### src/rtl/tcam_pkg.sv
// Shared widths and FSM state type for the TCAM segment-vector resolver.
package tcam_pkg;

    localparam int KWID   = 104;
    localparam int IDWID  = 8;
    localparam int SEGWID = IDWID + 2;
    localparam int NSEG   = KWID / IDWID;
    localparam int VTWID  = SEGWID * NSEG;

    typedef enum logic [1:0] {
        ST_IDLE = 2'd0,
        ST_SCAN = 2'd1,
        ST_DONE = 2'd2
    } state_t;

endpackage

### src/rtl/seg_field_sel.sv
// Combinational picker: returns {hit, wild, id} of segment i_idx from the captured vector.
module seg_field_sel #(
    parameter int IDWID  = tcam_pkg::IDWID,
    parameter int SEGWID = IDWID + 2,
    parameter int NSEG   = tcam_pkg::NSEG,
    parameter int VTWID  = SEGWID * NSEG,
    parameter int IDXW   = (NSEG > 1) ? $clog2(NSEG) : 1
) (
    input  logic [VTWID-1:0] i_vec,
    input  logic [IDXW-1:0]  i_idx,
    output logic             o_hit,
    output logic             o_wild,
    output logic [IDWID-1:0] o_id
);

    logic [SEGWID-1:0] w_seg;

    // Segment 0 sits at the top of the vector.
    always_comb begin
        w_seg = '0;
        for (int k = 0; k < NSEG; k++) begin
            if (i_idx == IDXW'(k))
                w_seg = i_vec[VTWID-1-k*SEGWID -: SEGWID];
        end
    end

    assign o_hit  = w_seg[SEGWID-1];
    assign o_wild = w_seg[SEGWID-2];
    assign o_id   = w_seg[IDWID-1:0];

endmodule

### src/rtl/seg_vector_resolver.sv
// Walks the per-segment match vector one segment per cycle and resolves a single rule ID
// (exact segments must agree; wildcard segments must not exceed the exact ID).
module seg_vector_resolver #(
    parameter int KWID   = tcam_pkg::KWID,
    parameter int IDWID  = tcam_pkg::IDWID,
    parameter int SEGWID = IDWID + 2,
    parameter int NSEG   = KWID / IDWID,
    parameter int VTWID  = SEGWID * NSEG
) (
    input  logic             clk,
    input  logic             rst,
    input  logic             i_Vector_Valid,
    output logic             o_Vector_Ready,
    input  logic [VTWID-1:0] i_Segment_Vector,
    output logic             o_Match_Valid,
    input  logic             i_Match_Ready,
    output logic             o_Match_Hit,
    output logic [IDWID-1:0] o_Match_ID,
    output logic             o_Busy
);

    import tcam_pkg::*;

    localparam int IDXW = (NSEG > 1) ? $clog2(NSEG) : 1;

    state_t           r_state, w_state_nxt;
    logic [IDXW-1:0]  r_idx, w_idx_nxt;
    logic [VTWID-1:0] r_vec;
    logic             r_seen, w_seen_nxt;
    logic [IDWID-1:0] r_cand, w_cand_nxt;
    logic [IDWID-1:0] r_max_wild, w_maxw_nxt;
    logic             r_vld, w_vld_nxt;
    logic             r_hit, w_hit_nxt;
    logic [IDWID-1:0] r_id, w_id_nxt;
    logic             w_cap_en;
    logic             w_miss;

    logic             w_seg_hit, w_seg_wild;
    logic [IDWID-1:0] w_seg_id;

    seg_field_sel #(
        .IDWID  (IDWID),
        .SEGWID (SEGWID),
        .NSEG   (NSEG),
        .VTWID  (VTWID),
        .IDXW   (IDXW)
    ) u_sel (
        .i_vec  (r_vec),
        .i_idx  (r_idx),
        .o_hit  (w_seg_hit),
        .o_wild (w_seg_wild),
        .o_id   (w_seg_id)
    );

    always_ff @(posedge clk or negedge rst) begin
        if (!rst) r_state <= ST_IDLE;
        else      r_state <= w_state_nxt;
    end

    always_comb begin
        w_state_nxt = r_state;
        w_idx_nxt   = r_idx;
        w_seen_nxt  = r_seen;
        w_cand_nxt  = r_cand;
        w_maxw_nxt  = r_max_wild;
        w_vld_nxt   = r_vld;
        w_hit_nxt   = r_hit;
        w_id_nxt    = r_id;
        w_cap_en    = 1'b0;
        w_miss      = 1'b0;

        case (r_state)
            ST_IDLE: begin
                if (i_Vector_Valid) begin
                    w_cap_en    = 1'b1;
                    w_idx_nxt   = '0;
                    w_seen_nxt  = 1'b0;
                    w_cand_nxt  = '0;
                    w_maxw_nxt  = '0;
                    w_state_nxt = ST_SCAN;
                end
            end

            ST_SCAN: begin
                if (!w_seg_hit) begin
                    w_miss = 1'b1;
                end else if (!w_seg_wild) begin
                    if (!r_seen) begin
                        w_seen_nxt = 1'b1;
                        w_cand_nxt = w_seg_id;
                    end else if (w_seg_id != r_cand) begin
                        w_miss = 1'b1;
                    end
                end else if (w_seg_id > r_max_wild) begin
                    w_maxw_nxt = w_seg_id;
                end

                // Final verdict uses the accumulators including the current segment.
                if (w_miss) begin
                    w_state_nxt = ST_DONE;
                    w_vld_nxt   = 1'b1;
                    w_hit_nxt   = 1'b0;
                    w_id_nxt    = '0;
                end else if (r_idx == IDXW'(NSEG-1)) begin
                    w_state_nxt = ST_DONE;
                    w_vld_nxt   = 1'b1;
                    if (!w_seen_nxt) begin
                        w_hit_nxt = 1'b1;
                        w_id_nxt  = w_maxw_nxt;
                    end else if (w_maxw_nxt <= w_cand_nxt) begin
                        w_hit_nxt = 1'b1;
                        w_id_nxt  = w_cand_nxt;
                    end else begin
                        w_hit_nxt = 1'b0;
                        w_id_nxt  = '0;
                    end
                end else begin
                    w_idx_nxt = r_idx + IDXW'(1);
                end
            end

            ST_DONE: begin
                if (i_Match_Ready) begin
                    w_state_nxt = ST_IDLE;
                    w_vld_nxt   = 1'b0;
                    w_hit_nxt   = 1'b0;
                    w_id_nxt    = '0;
                end
            end

            default: begin
                w_state_nxt = ST_IDLE;
                w_vld_nxt   = 1'b0;
                w_hit_nxt   = 1'b0;
                w_id_nxt    = '0;
            end
        endcase
    end

    always_ff @(posedge clk or negedge rst) begin
        if (!rst) begin
            r_idx      <= '0;
            r_vec      <= '0;
            r_seen     <= 1'b0;
            r_cand     <= '0;
            r_max_wild <= '0;
            r_vld      <= 1'b0;
            r_hit      <= 1'b0;
            r_id       <= '0;
        end else begin
            if (w_cap_en) r_vec <= i_Segment_Vector;
            r_idx      <= w_idx_nxt;
            r_seen     <= w_seen_nxt;
            r_cand     <= w_cand_nxt;
            r_max_wild <= w_maxw_nxt;
            r_vld      <= w_vld_nxt;
            r_hit      <= w_hit_nxt;
            r_id       <= w_id_nxt;
        end
    end

    assign o_Vector_Ready = (r_state == ST_IDLE) && rst;
    assign o_Busy         = (r_state != ST_IDLE);
    assign o_Match_Valid  = r_vld;
    assign o_Match_Hit    = r_hit;
    assign o_Match_ID     = r_id;

endmodule

### config.mk
export PLATFORM = sky130hd
export DESIGN_NAME = seg_vector_resolver
export DESIGN_NICKNAME = d
export VERILOG_FILES = /design/src/rtl/tcam_pkg.sv /design/src/rtl/seg_field_sel.sv /design/src/rtl/seg_vector_resolver.sv
export SDC_FILE = /design/constraint.sdc
export NUM_CORES = 1
export LEC_CHECK = 0
export CORE_UTILIZATION = 55
export CTS_BUF_LIST = sky130_fd_sc_hd__clkbuf_4 sky130_fd_sc_hd__clkbuf_8
export DETAILED_ROUTE_END_ITERATION = 8
export PLACE_DENSITY = 0.82
export SLEW_MARGIN = 20
export SYNTH_ARGS = -nofsm -noshare
export SYNTH_HDL_FRONTEND = slang
export SYNTH_HIERARCHICAL = 1
export SYNTH_SLANG_ARGS = --single-unit
### constraint.sdc
create_clock -name clk -period 5.1 [get_ports clk]
set_input_delay 1.53 -clock clk [delete_from_list [all_inputs] [get_ports clk]]
set_output_delay 1.53 -clock clk [all_outputs]
set_load 0.02 [all_outputs]
==> results_dict.tcl <==
set metrics [dict create \
    chipHeight_um 127 \
    wl_mm 23.3 \
    critPathKind "register to register" \
    io_buffers 145 \
    boundaryPins 146 \
    vdd_drop_max_uv 274 \
    cts_tree "yes" \
    grt_pass1_vias 7333 \
    routed_via_density 5.57 \
    hp-class "register to register" \
    num_vias 7623 \
    ys.flop_type "dfrtp_1" \
    finalSetupTns_ns 0 \
    power_density_nw_per_um2 579 \
    ys_seq_elements 163 \
    clock.fmax_ghz 0.210 \
    critPathBufInv 3 \
    critPathSlowestCell "dfrtp_4" \
    arrival_ns 5.13 \
    drt.antenna.violating_nets 0 \
    synthDistinctLibCells 64 \
    total_power_w 0.00612 \
    async_flop_share_pct 100 \
    core_um2 15300 \
    yosys.area_share.simple_pct 26.3 \
    synth_top_family_by_area "simple AND/OR/NAND/NOR gates" \
    cts_max_level 4 \
    dp_hpwl_mm 16.9 \
    period_minus_slack_ns 4.76 \
    cp_max_fo 27 \
    synth_compound_area_share_pct 11.1 \
    root_buffer "clkbuf_8" \
    finClkSkew_ns 0.0122 \
    grt_remaining_overflow 0 \
    finalHoldViolations 0 \
    gr-usage-all-layers_pct 30.5 \
    detail_route.first_pass.iterations 6 \
    synthCells 1017 \
    pre_cts_ws_ns 0.0498 \
    outcome "complete, no violations" \
    start_util_pct 56.4 \
    fp.dieArea_um2 16200 \
    rsz0062_at_grt "false" \
    power_leakage_nw 4.95 \
    path_cells "buf_4, nand2_1, nor3_1, a211oi_1, o21ai_0, nand3_1, ha_1, nand4_1, a2111oi_2, or2_4, buf_4, mux2i_1, ha_1, nand4_1, nand2_1, o311ai_0, nor3_2, buf_4, a32o_1" \
    synthXorXnorAreaFrac_pct 0.814 \
    clk_latency_ns 0.47 \
    drt_first_iter_violations 816 \
    cp-end-kind "register" \
    slowest_delay_ns 0.65 \
    worst_pin_slew_ns 0.904 \
    timing.final.crit_share_pct 93.4 \
    syn-cell-area_um2 8610 \
    holdBufCountCts 0 \
    cp_common_cell "buf_4" \
    drive_above_1_share_pct 7.77 \
    cts_max_path_buffers 2 \
    setup_viol 0 \
    maxSlewViolCount 0 \
    synth_seq_area_share_pct 47.4 \
    drv_cap 0 \
    area_growth_pct 22.7 \
    die_w_um 127 \
    cp_top_family "compound AO/OA/AOI/OAI gates" \
    grt_max_degree 85 \
    numCtsBuffers 17 \
    hold_ws_ns 0.482 \
    synth_edf_count 0 \
    cp_data_required_time_ns 5.46 \
    cts_sinks 163 \
    grt_first_pass_wirelength_mm 38.0 \
    antenna_found_initial 0 \
    synthAdderAreaFrac_pct 2.62 \
    avgRoutedWirePerCell_um 17.0 \
    n_fill_cell 1251 \
    fin_ws_ns 0.336 \
    slew_headroom_pct 39.3 \
    gp_congestion 0.958 \
    cp-start-kind "register" \
    synth.avg_cell_area_um2 8.46 \
    fin_util_pct 69.2 \
    synthMuxAreaShare_pct 6.44 \
    yosysWarnings 6 \
    drc_errors 0 \
    path_clk_slew_ns 0.08 \
    syn_nets 1169 \
    row_count 45 \
    final_nets 1300 \
    diodes 0 \
]
## state kept, by name (all words and copies together) (netlist names)
signal / cells
r_vec: 130
o_Match_ID: 8
r_cand: 8
r_max_wild: 8
r_idx: 4
r_state: 2
o_Match_Hit: 1
o_Match_Valid: 1
r_seen: 1
## path summary, 6_finish.rpt
check	start	endpoint	slack [ns]	cells after the start
min	o_Match_Hit	o_Match_Hit	0.48	1
min in group asynchronous	rst	r_vec[62]	1.18	2
max reg2reg	r_idx[0]	o_Match_ID[6]	0.34	19
min reg2reg	o_Match_Hit	o_Match_Hit	0.48	1
max	r_idx[0]	o_Match_ID[6]	0.34	19
max in group asynchronous	rst	r_vec[20]	2.73	3
## per-stage QoR
stage	cells	cell area, um^2
floorplan	1017	8610
global placement	1339	10200
detailed placement	1339	10200
CTS	1368	10500
global route	1369	10600
finish	1369	10600
## kinds of logic after synthesis
family | count (synthesis)
simple gates | 551
flops | 163
compound gates | 145
buf+inv | 89
mux | 43
fa+ha+maj | 18
xor+xnor | 8
## what timing repair did
action                     4_1_cts  5_1_grt
buffers inserted                 0        1
hold endpoints to repair         0        0
gates resized for setup          0        2
setup endpoints to repair        0        9
## Yosys cell counts, types with 7 or more instances
master / instances / area (um^2)
nand2b_1: 8 / 50.1
o21ai_0: 56 / 280
mux2i_1: 31 / 310
inv_1: 25 / 93.8
o22ai_1: 8 / 50.1
clkbuf_1: 25 / 93.8
nor3_1: 11 / 55.1
nand2_1: 421 / 1580
a32o_1: 8 / 80.1
nor2_1: 51 / 191
dfrtp_1: 163 / 4080
a21oi_1: 24 / 120
xnor2_1: 8 / 70.1
buf_2: 23 / 115
nand3_1: 26 / 130
mux4_2: 7 / 158
ha_1: 18 / 225
## cells in the final DEF, fill, tap and decap left out, types with 3 or more instances in the layout
cell type / count
buf_4: 28
inv_1: 25
mux4_2: 7
o21bai_1: 4
a32o_1: 8
nor2_2: 3
a21oi_1: 24
clkinvlp_4: 5
dfrtp_1: 161
nor3_1: 11
nor2b_1: 6
nand2b_1: 8
a32oi_1: 3
mux2_2: 3
clkbuf_8: 20
o21ai_0: 56
nand2_1: 420
a21o_1: 6
nor2_1: 51
xnor2_1: 8
buf_6: 3
o21a_1: 4
clkdlybuf4s50_1: 144
nand4_1: 6
ha_1: 18
o22ai_1: 8
a211oi_1: 6
mux2i_1: 31
o211ai_1: 3
nand3_1: 26
## worst register-to-register path, delay by kind of cell (launching register included)
family,cells,cell delay [ns]
AO/OA/AOI/OAI,5,1.29
adder cells (fa/ha/maj),2,0.59
AND/OR/NAND/NOR,8,1.21
buffers and inverters,3,0.74
flip-flops,1,0.65
multiplexers,1,0.19
## where the power goes
part / leakage, nW / switching (W) / internal, W / total (W)
combinational: 2.74 / 0.00171 / 0.00121 / 0.00292
sequential: 2.06 / 0.000491 / 0.00186 / 0.00235
clock: 0.161 / 0.000473 / 0.000371 / 0.000845
## metal layers
metal / global-route usage [%] / vias to the layer above / share of wire (%)
li1: - / 3623 / -
met3: 6.03 / 48 / 7.6
met1: 43.2 / 3634 / 44
met5: 0 / - / 0
met2: 46.3 / 318 / 46
met4: 12.5 / 0 / 2.7
## layout make-up
type / instances / area, um^2 / area share (%)
clock buffers: 21 / 283 / 2.68
multi-input cells: 765 / 4080 / 38.6
clock inverters: 8 / 56.3 / 0.533
well taps: 211 / 264 / 2.50
inverters: 25 / 93.8 / 0.888
flip-flops and latches: 163 / 4080 / 38.7
repair buffers: 176 / 1710 / 16.1
Power figures use the tool's default switching activity.
==> variant: new RTL, same settings <==
Reset style: synchronous (`rst`), changed in 2 clocked blocks.
--- a/src/rtl/seg_vector_resolver.sv
+++ b/src/rtl/seg_vector_resolver.sv
@@ -54,3 +54,3 @@
 
-    always_ff @(posedge clk or negedge rst) begin
+    always_ff @(posedge clk) begin
         if (!rst) r_state <= ST_IDLE;
@@ -139,3 +139,3 @@
 
-    always_ff @(posedge clk or negedge rst) begin
+    always_ff @(posedge clk) begin
         if (!rst) begin
Formal check against the unedited RTL: differs if rst is asserted again (counterexample within 4 cycles, from zero or initial values and one cycle with rst low); with rst held inactive, the same outputs for 4 cycles.
==> variant against the original RTL <==
Area after synthesis decreased by 1.5%; wire length up 0.71%; first-iteration DRC count fell by 24%; sequential share of layout area decreased by 7.8 points; clock skew increased by 0.0024 ns; largest cell class is now multi-input gates; sequential cell count unchanged; via count rose by 1.3%; final area grew 0.37%; core utilization up 0.77 points; hold slack got worse by 0.021 ns; global-route usage shrank 0.56 points; setup slack got worse by 0.023 ns.
Power is not compared: it rests on default switching activity, and its combinational part moved more than twofold at a synthesized area within 25%.
==> variant: results (changes against the original RTL) <==
| Metric | Value |
|---|---|
| Hold Path End | `o_Match_Valid` |
| Vias in the first global route | `7307 (-0.35%)` |
| Initial antenna violation count | `0 (unchanged)` |
| Register area share after synthesis | `0.385 (-0.0891)` |
| Pleak | `0.00401 uW` |
| CTS H-tree lvls | `4 (unchanged)` |
| All-Layer GR Usage | `0.300 (-0.00557)` |
| Clk pin slew, worst setup/hold paths | `0.09 ns` |
| Post-Syn Nets | `1191 (+1.9%)` |
| GP Congestion | `0.939 (-2.0%)` |
| Number of DRC markers in iteration 0 | `623 (-24%)` |
| Slowest CP cell | `dfxtp_4` |
| Fin Hold WS | `0.461 ns (-0.0209 ns)` |
| Top reg by flops | `r_vec` |
| Root Driver | `clkbuf_8` |
| Largest delay share family, worst path | `compound AO/OA/AOI/OAI gates` |
| Critical hold path startpoint | `o_Match_Valid` |
| CTS buffer count | `17 (unchanged)` |
| Hold Path Stages | `2 (+1)` |
| Outcome | `completed` |
| Worst reg2reg path startpoint | `r_idx[0]` |
| Clock Latency Late Sink | `0.48 ns` |
| Flop-to-flop setup slack | `0.31 ns (-0.02 ns)` |
| Most frequent cells after synthesis | `nand2_1, dfxtp_1, a21boi_0` |
| Setup WS pre-CTS | `-0.145 ns (-0.195 ns)` |
| First-pass GRT wire length | `37300 um (-1.9%)` |
| CP peak stage delay | `0.52 ns (-0.13 ns)` |
| # fillers | `1247 (-0.32%)` |
| Share of layout cells above drive strength 1 | `0.102 (+0.0247)` |
| Setup Skew | `0.0145 ns (+0.00236 ns)` |
| DR vias | `7720 (+1.3%)` |
| CTS Buffer Depth | `2 (unchanged)` |
| Synth Area in Compound Gates | `0.223 (+0.112)` |
| Reg2Reg Depth | `21 (+2)` |
| Worst R2R End | `o_Match_ID[7]` |
| Hpwl dp | `17100 um (+1.5%)` |
| Max FFs per register | `130 (unchanged)` |
| Ranking of synthesized cells by area | `dfxtp_1, nand2_1, a21boi_0` |
| Total grt overflow | `0 (unchanged)` |
| Adder-Cell Fraction of Synth Area | `0.0266 (+0.000390)` |
| DRT Pass-1 Iters | `5 (-1)` |
| Nets@finish | `1320 (+1.5%)` |
| Post-synthesis mux area share | `0.0748 (+0.0104)` |
| Crit path DAT | `5.16 ns (+0.03 ns)` |
| Peak VDD IR | `183 uV` |
| CP max FO | `19 (-30%)` |
| Xor/xnor share of the synthesized area | `0.00929 (+0.00115)` |
| Post-CTS Setup Bufs | `0 (unchanged)` |
| Ant. Diodes | `0 (unchanged)` |
| Area post-placement | `0.0102 mm^2 (-0.39%)` |
| Number of distinct library cells after synthesis | `65 (+1.6%)` |
| Synth async-reset ratio | `0 (-1.00)` |
| Synth Flop Type | `dfxtp_1` |
| Relative slew margins | `0.504 (+0.110)` |
| Largest net degree at the start of global routing | `138 (+62%)` |
| Hold Crit Class | `reg2reg` |
| Drt total wl | `23400 um (+0.71%)` |
variant: logic make-up after synthesis:
logic type                 after synthesis
muxes                                   50
adders and majority gates               18
buffers and inverters                   94
DFF                                    163
and+or+nand+nor                        442
AOI/OAI and AO/OA                      263
xor gates and xnor gates                 9
variant: final cells by class:
type	instances	share of cell area
clock buffer	20	0.0254
clock inverter	12	0.0101
inverter	16	0.00566
multi-input combinational	782	0.453
sequential	163	0.308
tap	188	0.0222
timing repair buffer	188	0.176
variant: worst reg2reg max path, delay by kind of cell, from the launching register on:
family,cells,cell delay (ns)
mux,2,0.54
fa+ha+maj,2,0.46
buf+inv,4,0.69
flops,1,0.52
compound gates,9,1.77
simple gates,4,0.72
variant: power breakdown:
part / internal [uW] / switching [uW]
clock: 385 / 523
sequential: 1380 / 92.3
combinational: 373 / 439
variant: per-layer routing:
metal  global-route usage  share of wire  up-vias  routed length [um]
met5                    0              0        -                   0
met4                0.137          0.031        0                 734
met3               0.0582          0.050       50                1180
met2                0.501           0.48      251               11300
met1                0.373           0.44     3604               10200
li1                     -              -     3815                   -
variant: timing repair:
item | 4_1_cts | 5_1_grt
pin swaps | 0 | 0
hold buffers | 0 | 0
endpoints found under the setup margin | 8 | 8
resized for setup | 2 | 8
variant: worst max-delay path by stage:
stage	startpoint	slack [ns]	depth (start not counted)	endpoint
floorplan	r_idx[2]	0.09	21	o_Match_ID[0]
global placement	r_idx[0]	-0.007	18	o_Match_ID[2]
detailed placement	r_idx[0]	-0.14	21	o_Match_ID[7]
CTS	r_idx[2]	0.13	19	o_Match_ID[5]
global route	r_idx[0]	0.02	21	o_Match_ID[3]
finish	r_idx[0]	0.31	21	o_Match_ID[7]
variant: through the flow:
| stage | TNS (ns) | util | power [uW] | cells |
|---|---|---|---|---|
| 4_1_cts | 0 | 0.696 | 3190 | 1368 |
| 2_1_floorplan | 0 | - | 1980 | 1039 |
| 3_5_place_dp | -0.957 | 0.671 | 2300 | 1336 |
| 3_3_place_gp | -0.0376 | 0.671 | 2280 | 1336 |
| 5_1_grt | 0 | 0.700 | 3340 | 1369 |
| 6_report | 0 | 0.700 | 3190 | 1369 |
